<file path="src/rtl/mem_port_arbiter_pkg.sv">
// Shared types for the fetch / load-store memory port arbiter:
// length codes, FSM state encoding and the D-side legality check.
package mem_port_arbiter_pkg;

  localparam int MPA_DW = 32;

  localparam logic [1:0] LEN_BYTE = 2'd0;
  localparam logic [1:0] LEN_HALF = 2'd1;
  localparam logic [1:0] LEN_ILL  = 2'd2;
  localparam logic [1:0] LEN_WORD = 2'd3;

  typedef enum logic [1:0] {
    S_IDLE  = 2'd0,
    S_ISSUE = 2'd1,
    S_WAIT  = 2'd2,
    S_RESP  = 2'd3
  } mpa_state_e;

  function automatic logic d_bad(
    input logic [1:0] len,
    input logic [1:0] a
  );
    d_bad = (len == LEN_ILL)
          | ((len == LEN_WORD) & (a != 2'b00))
          | ((len == LEN_HALF) & a[0]);
  endfunction

endpackage

</file>
<file path="src/rtl/rr_arbiter2.sv">
// Two-way round-robin picker: req[0]=F, req[1]=D; last is the index
// of the previous winner. Purely combinational, one-hot grant.
module rr_arbiter2 (
  input  logic [1:0] req,
  input  logic       last,
  output logic [1:0] grant
);

  always_comb begin
    grant = 2'b00;
    unique case (req)
      2'b01:   grant = 2'b01;
      2'b10:   grant = 2'b10;
      2'b11:   grant = last ? 2'b01 : 2'b10;
      default: grant = 2'b00;
    endcase
  end

endmodule

</file>
<file path="src/rtl/mem_port_arbiter.sv">
// Shares one memoryController CPU port between fetch (F) and load/store (D).
// Ports: f_* / d_* request+response per client, mc_* controller side, busy.
module mem_port_arbiter
  import mem_port_arbiter_pkg::*;
#(
  parameter int DATA_WIDTH     = MPA_DW,
  parameter int TIMEOUT_CYCLES = 64
) (
  input  logic                  clk,
  input  logic                  reset,
  input  logic                  f_req,
  input  logic [DATA_WIDTH-1:0] f_addr,
  output logic                  f_ready,
  output logic                  f_rsp_valid,
  output logic [DATA_WIDTH-1:0] f_rsp_data,
  output logic                  f_rsp_err,
  input  logic                  d_req,
  input  logic [DATA_WIDTH-1:0] d_addr,
  input  logic [DATA_WIDTH-1:0] d_wdata,
  input  logic [1:0]            d_length,
  input  logic                  d_store,
  input  logic                  d_unsigned,
  output logic                  d_ready,
  output logic                  d_rsp_valid,
  output logic [DATA_WIDTH-1:0] d_rsp_data,
  output logic                  d_rsp_err,
  output logic [DATA_WIDTH-1:0] mc_address,
  output logic [DATA_WIDTH-1:0] mc_write_data,
  output logic [1:0]            mc_length,
  output logic                  mc_store,
  output logic                  mc_load,
  output logic                  mc_load_unsigned,
  input  logic [DATA_WIDTH-1:0] mc_read_data,
  input  logic                  mc_read_valid,
  output logic                  busy
);

  localparam int CW = $clog2(TIMEOUT_CYCLES);
  localparam logic [CW-1:0] CNT_LAST = CW'(TIMEOUT_CYCLES - 1);

  mpa_state_e            state_q;
  logic                  last_q;
  logic                  win_d_q;
  logic                  is_st_q;
  logic                  err_q;
  logic [CW-1:0]         cnt_q;
  logic [DATA_WIDTH-1:0] rdata_q;

  logic [1:0] grant;
  logic       pick_d;
  logic       win;
  logic       bad;

  rr_arbiter2 u_arb (
    .req   ({d_req, f_req}),
    .last  (last_q),
    .grant (grant)
  );

  assign pick_d = grant[1];
  assign win    = (state_q == S_IDLE) & (|grant);

  // Ready is gated by reset so every output is low while held in reset.
  assign f_ready = win & grant[0] & reset;
  assign d_ready = win & grant[1] & reset;

  assign bad = pick_d ? d_bad(d_length, d_addr[1:0])
                      : (f_addr[1:0] != 2'b00);

  assign busy = (state_q != S_IDLE);

  always_ff @(posedge clk or negedge reset) begin
    if (!reset) begin
      state_q          <= S_IDLE;
      last_q           <= 1'b0;
      win_d_q          <= 1'b0;
      is_st_q          <= 1'b0;
      err_q            <= 1'b0;
      cnt_q            <= '0;
      rdata_q          <= '0;
      mc_address       <= '0;
      mc_write_data    <= '0;
      mc_length        <= 2'b00;
      mc_store         <= 1'b0;
      mc_load          <= 1'b0;
      mc_load_unsigned <= 1'b0;
      f_rsp_valid      <= 1'b0;
      f_rsp_data       <= '0;
      f_rsp_err        <= 1'b0;
      d_rsp_valid      <= 1'b0;
      d_rsp_data       <= '0;
      d_rsp_err        <= 1'b0;
    end else begin
      f_rsp_valid <= 1'b0;
      f_rsp_data  <= '0;
      f_rsp_err   <= 1'b0;
      d_rsp_valid <= 1'b0;
      d_rsp_data  <= '0;
      d_rsp_err   <= 1'b0;
      mc_store    <= 1'b0;
      mc_load     <= 1'b0;
      unique case (state_q)
        S_IDLE: begin
          if (win) begin
            last_q           <= pick_d;
            win_d_q          <= pick_d;
            mc_address       <= pick_d ? d_addr : f_addr;
            mc_write_data    <= pick_d ? d_wdata : '0;
            mc_length        <= pick_d ? d_length : LEN_WORD;
            mc_load_unsigned <= pick_d & d_unsigned;
            is_st_q          <= pick_d & d_store;
            rdata_q          <= '0;
            err_q            <= bad;
            // Rejected requests never touch the RAM.
            mc_store         <= ~bad & pick_d & d_store;
            mc_load          <= ~bad & ~(pick_d & d_store);
            state_q          <= bad ? S_RESP : S_ISSUE;
          end
        end
        S_ISSUE: begin
          if (is_st_q) begin
            state_q <= S_RESP;
          end else if (mc_read_valid) begin
            rdata_q <= mc_read_data;
            state_q <= S_RESP;
          end else begin
            state_q <= S_WAIT;
          end
        end
        S_WAIT: begin
          // Data on the final count cycle beats the timeout.
          if (mc_read_valid) begin
            rdata_q <= mc_read_data;
            state_q <= S_RESP;
          end else if (cnt_q == CNT_LAST) begin
            err_q   <= 1'b1;
            state_q <= S_RESP;
          end else begin
            cnt_q <= cnt_q + 1'b1;
          end
        end
        S_RESP: begin
          cnt_q   <= '0;
          state_q <= S_IDLE;
          if (win_d_q) begin
            d_rsp_valid <= 1'b1;
            d_rsp_data  <= rdata_q;
            d_rsp_err   <= err_q;
          end else begin
            f_rsp_valid <= 1'b1;
            f_rsp_data  <= rdata_q;
            f_rsp_err   <= err_q;
          end
        end
        default: state_q <= S_IDLE;
      endcase
    end
  end

endmodule

</file>
<file path="config.mk">
export PLATFORM = sky130hd
export DESIGN_NAME = mem_port_arbiter
export DESIGN_NICKNAME = d
export VERILOG_FILES = /design/src/rtl/mem_port_arbiter_pkg.sv /design/src/rtl/rr_arbiter2.sv /design/src/rtl/mem_port_arbiter.sv
export SDC_FILE = /design/constraint.sdc
export NUM_CORES = 1
export LEC_CHECK = 0
export BUFFER_PORTS_ARGS = -buffer_cell sky130_fd_sc_hd__buf_2
export CORE_UTILIZATION = 35
export DETAILED_ROUTE_END_ITERATION = 7
export GPL_ROUTABILITY_DRIVEN = 0
export PLACE_DENSITY = 0.61
export SKIP_LAST_GASP = 1
export SYNTH_ARGS = -nofsm -noshare
export SYNTH_HDL_FRONTEND = slang
export SYNTH_HIERARCHICAL = 1
export SYNTH_SLANG_ARGS = --single-unit
</file>
<file path="constraint.sdc">
create_clock -name clk -period 1.7 [get_ports clk]
set_input_delay 0.34 -clock clk [delete_from_list [all_inputs] [get_ports clk]]
set_output_delay 0.34 -clock clk [all_outputs]
set_load 0.03 [all_outputs]
</file>
Word-level counts from Yosys, hierarchy flattened. Index checks and enable logic that the tools add are counted.

Output and inout bits: 140. Input bits: 137. Word-level logic and storage cells: 104. Flip-flop bits (word level): 180.

$add $sub $neg: 1. Multiplexer cells: 40. Bitwise logic cells: 16. Reduce and logical (&&, ||, !) cells: 13. Equality and inequality tests: 16.

Operators by type and width (number): 32-bit two-way mux (9); 32-bit case mux with 3 select lines (1); 1-bit two-way mux (18); 1-bit AND (12); 2-bit equality test (second input constant) (6); 2-bit two-way mux (6); 6-bit two-way mux (2); 6-bit case mux with 2 select lines (1); 2-bit != test (second input constant) (5); 2-bit nonzero test (5); 2-bit case mux with 4 select lines (1); 6-bit by 1-bit adder with 6-bit output (second input constant) (1); 2-bit by 1-bit equality test with 1-bit output (second input constant) (3); 6-bit equality test (second input constant) (1); 2-bit case mux with 3 select lines (1); 3-bit AND reduction (2); 2-bit AND reduction (2); 4-bit AND reduction (1); 3-bit != test (second input constant) (1); 3-bit nonzero test (1); 2-bit zero test (1); 1-bit inverter (2); 1-bit OR (2); 1-bit case mux with 2 select lines (1); 2-bit OR reduction (1).

Logic depth before layout (Yosys ltp).
Depth in word-level cells: 10. Depth in mapped cells: 9. Mapped depth without buffers: 6.

Modules after synthesis. The synthesis kept the hierarchy.

By module, submodules not included: mem_port_arbiter (area each 7191.9 µm², cells an instance 667, sequential area each 4504.3 µm², instances 1); rr_arbiter2 (area each 18.8 µm², cells an instance 3, sequential area each 0.0 µm², instances 1).

Least setup slack after synthesis. OpenSTA, ideal clock, no wires.

Kind: register -> register. From: register state_q[0]. To: register rdata_q[0]. Clock period less this slack: 1880 ps. Data arrival time: 1758 ps. Slack: -180 ps. Stages on the path, launching flop included: 10. Library setup time: 122 ps. Path buffers: 3. Data required time: 1578 ps. Cell sequence: dfrtp_1 > inv_1 > ha_1 > clkbuf_1 > nor2b_1 > a2111o_1 > buf_6 > buf_6 > nand2_1 > o21ai_1.

Word-level cells in the longest chain between the ends: 4. Elaborated cells between the ends (all ways): 9. Classes of those cells: eq/ne: 4; mux: 1; bitwise: 1; reduce/logical: 3.

Ends and longest elaborated chain: from (decl) (line mem_port_arbiter.sv:41) `mpa_state_e state_q;`; from (signal assigned) (line mem_port_arbiter.sv:117) `state_q <= bad ? S_RESP : S_ISSUE;`; 2-bit zero test (line mem_port_arbiter.sv:61, mem_port_arbiter.sv:102); 1-bit AND (line mem_port_arbiter.sv:61) `assign win = (state_q == S_IDLE) & (|grant);`; 2-bit != test (no line); 3-bit AND reduction (no line); to (signal assigned) (line mem_port_arbiter.sv:124) `rdata_q <= mc_read_data;`; to (signal assigned) (line mem_port_arbiter.sv:133) `rdata_q <= mc_read_data;`; to (decl) (line mem_port_arbiter.sv:47) `logic [DATA_WIDTH-1:0] rdata_q;`.

Parallel ways exist; a longest one is shown, timed or not. A chain may end at the register's enable or synchronous reset.

==> results.yml <==
detailed_routing:
  wl_per_cell_um: 15.8
  drcViolationCount: 0
  totalWireLength_mm: 20.0
  vias_per_cell: 4.59
  drtIter0Drc: 219
  ant_nets: 0
  num_vias: 5820
  drtPass1Iterations: 4
clocking:
  numCtsBuffers: 17
  clk_path_buf_depth: 2
  htreeDepth: 4
  worstSkewPairLatency_ns: 0.42
  root_buffer: "clkbuf_16"
  cts_sinks: 180
  clk_pin_slew_ns: 0.07
  cts_tree: "built"
global_route:
  track_usage_pct: 18.0
  overflow: 0
  grt_pass1_wl_mm: 29.7
  grt_pass1_vias: 5697
  grt_max_degree: 167
  grt_antenna_before_repair: 3
critical_path:
  cp.buffers_inverters: 2
  critPathArrivalTime_ns: 1.59
  critical_path_class: "reg -> out"
  critPathMaxStageDelay_ns: 0.42
  endpoint_kind: "output port"
  crit_required_ns: 1.36
  cp_cell_sequence: "a21boi_4 > buf_6 > and3_4 > buf_6"
  critPathLaunchType: "flop"
  crit_slowest_cell: "dfrtp_1"
  cp_top_family: "flip-flops"
  crit_fanout: 9
  cp_common_cell: "buf_6"
die:
  initial_utilization_pct: 35.6
  die_area_mm2: 0.0212
  boundaryPins: 277
  fp.dieW_um: 146
  die_h_um: 146
  num_rows: 52
  core_area_mm2: 0.0202
place:
  dp_hpwl_mm: 12.7
  place_ws_ns: -0.234
  numPortBuffers: 276
  placed_cells: 1203
  dpl_cell_area_mm2: 0.00903
sta:
  fin_crit_ns: 1.93
  fin_ws_ns: -0.225
  max_slew_margin_pct: 42.0
  holdWs_ns: 0.112
  tightest_slew_ns: 0.869
  fin_crit_sh_pct: 113
  fin_worst_skew_ns: 0.00746
  fmax_ghz: 0.519
  finalSetupViolCount: 37
  hold_viol: 0
  maxSlewViolCount: 0
  rsz0062_at_grt: "true"
power:
  powerDensity_mw_per_mm2: 1960
  peakVddDrop_v: 0.00113
  p_total_uw: 20300
  p_leak_uw: 0.00578
logic_synthesis:
  synthArstFlopShare_pct: 100
  ys_seq_elements: 180
  syn_nets: 812
  ys_seq_area_share_pct: 62.5
  synth-simple-area-share_pct: 19.1
  synth-xor-area-share_pct: 0
  synth_edf_count: 0
  synth_top_family_by_area: "simple AND/OR/NAND/NOR gates"
  synth_compound_area_share_pct: 8.81
  syn_area_mm2: 0.00721
  yosysWarnings: 6
  synth_ff_type: "dfrtp_1"
  syn_inst: 670
  synth_fa_ha_area_share_pct: 0.868
  avgSynthCellArea_um2: 10.8
  synthMuxAreaShare_pct: 4.88
  synth.distinct_cells: 38
finish:
  stdcell_count: 1267
  final_common_cell: "buf_2"
  area_growth_pct: 43.5
  fill_cells: 1843
  stdcell_area_mm2: 0.0103
  drive_above_1_share_pct: 45.5
  nets: 1125
  mostFrequentLayoutCells: "buf_2, dfrtp_1, nand2_1"
outcome:
  status: "complete, but fails checks"
  violations: "setup timing"
hold_path:
  min_path_type: "in -> reg"
run:
  maxCapViolations: 0
[where the power goes]
group          switching (µW)  internal [µW]  total, µW  leakage, µW
Clock                    1790           1970       3750     0.000273
Combinational            6330           3860      10200      0.00313
Sequential                764           5630       6390      0.00237
Total                    8880          11400      20300      0.00578
[worst paths after layout]
kind / startpoint / slack, ns / to / depth (start not counted)
min in group asynchronous: reset / 0.13 / f_rsp_err$_DFF_PN0_ / 2
max: win_d_q$_DFFE_PN0P_ / -0.23 / d_ready / 4
max reg2reg: state_q[0]$_DFFE_PN0P_ / -0.22 / rdata_q[8]$_DFFE_PN0P_ / 8
min: d_store / 0.11 / mc_load$_DFF_PN0_ / 2
max in group asynchronous: reset / 0.95 / mc_address[19]$_DFFE_PN0P_ / 2
min reg2reg: mc_write_data[7]$_DFFE_PN0P_ / 0.46 / mc_write_data[7]$_DFFE_PN0P_ / 2
[state kept, by name, summed over array words and instances (netlist names), 2 cells and up]
register	count
mc_write_data	32
f_rsp_data	32
cnt_q	6
mc_length	2
d_rsp_data	32
mc_address	32
rdata_q	32
state_q	2
[layer usage]
| metal | wire length (µm) | GRT usage (%) | vias to the layer above |
|---|---|---|---|
| met5 | 21 | 0 | - |
| met4 | 344 | 7.00 | 4 |
| met3 | 1190 | 5.11 | 23 |
| met2 | 9760 | 29.2 | 201 |
| met1 | 8670 | 22.7 | 2732 |
| li1 | - | - | 2860 |
[stage by stage]
stage | util [%] | setup TNS, ns
after CTS | 48.2 | -7.08
after detailed placement | 44.7 | -11.57
after global placement | 44.7 | -10.39
after floorplan | - | -3.34
after global routing | 51.1 | -9.11
final | 51.1 | -6.91
[worst reg2reg max path, stage by stage, from the launching register on]
cell and delay, ns:
dfrtp_1 0.41, buf_4 0.15, ha_2 0.19, buf_4 0.13, a2111o_2 0.46, buf_12 0.17
clkbuf_16 0.19, nand2_1 0.08, o21ai_2 0.05
[layout make-up]
class / count / area (µm²) / area share (%)
timing repair buffer: 341 / 2150 / 20.8
multi-input combinational: 437 / 2770 / 26.8
antenna: 1 / 2.50 / 0.0242
clock buffer: 19 / 443 / 4.28
tap: 270 / 338 / 3.26
sequential: 180 / 4500 / 43.5
inverter: 6 / 25.0 / 0.242
clock inverter: 13 / 119 / 1.15
[cells by family (layout without fill, tap and decap cells)]
kind of cell,Yosys count,count (layout)
AOI/OAI and AO/OA,96,96
adders and majority gates,5,5
buffers and inverters,54,379
DFF,180,180
muxes,35,35
other,0,1
and+or+nand+nor,300,301
[cells in the mapped netlist, types with 6 or more instances]
cell / count / area share [%]
mux2i_1: 34 / 4.7
clkbuf_1: 28 / 1.5
inv_1: 6 / 0.31
buf_6: 8 / 1.2
nor2_1: 9 / 0.47
and3_1: 37 / 3.2
buf_2: 11 / 0.76
nand3_1: 35 / 2.4
o21ai_2: 28 / 3.4
dfrtp_1: 180 / 62
a21oi_1: 7 / 0.49
nand2_1: 175 / 9.1
and2_1: 34 / 2.9
o21ai_0: 42 / 2.9
[what timing repair did]
item	CTS	global route
setup endpoints to repair	71	131
buffers inserted	7	16
hold endpoints to repair	14	0
hold buffers	1	0
gates cloned	1	8
pin swaps	4	34
gates resized for setup	19	79
Note: power is estimated with default switching activity, not from simulation.
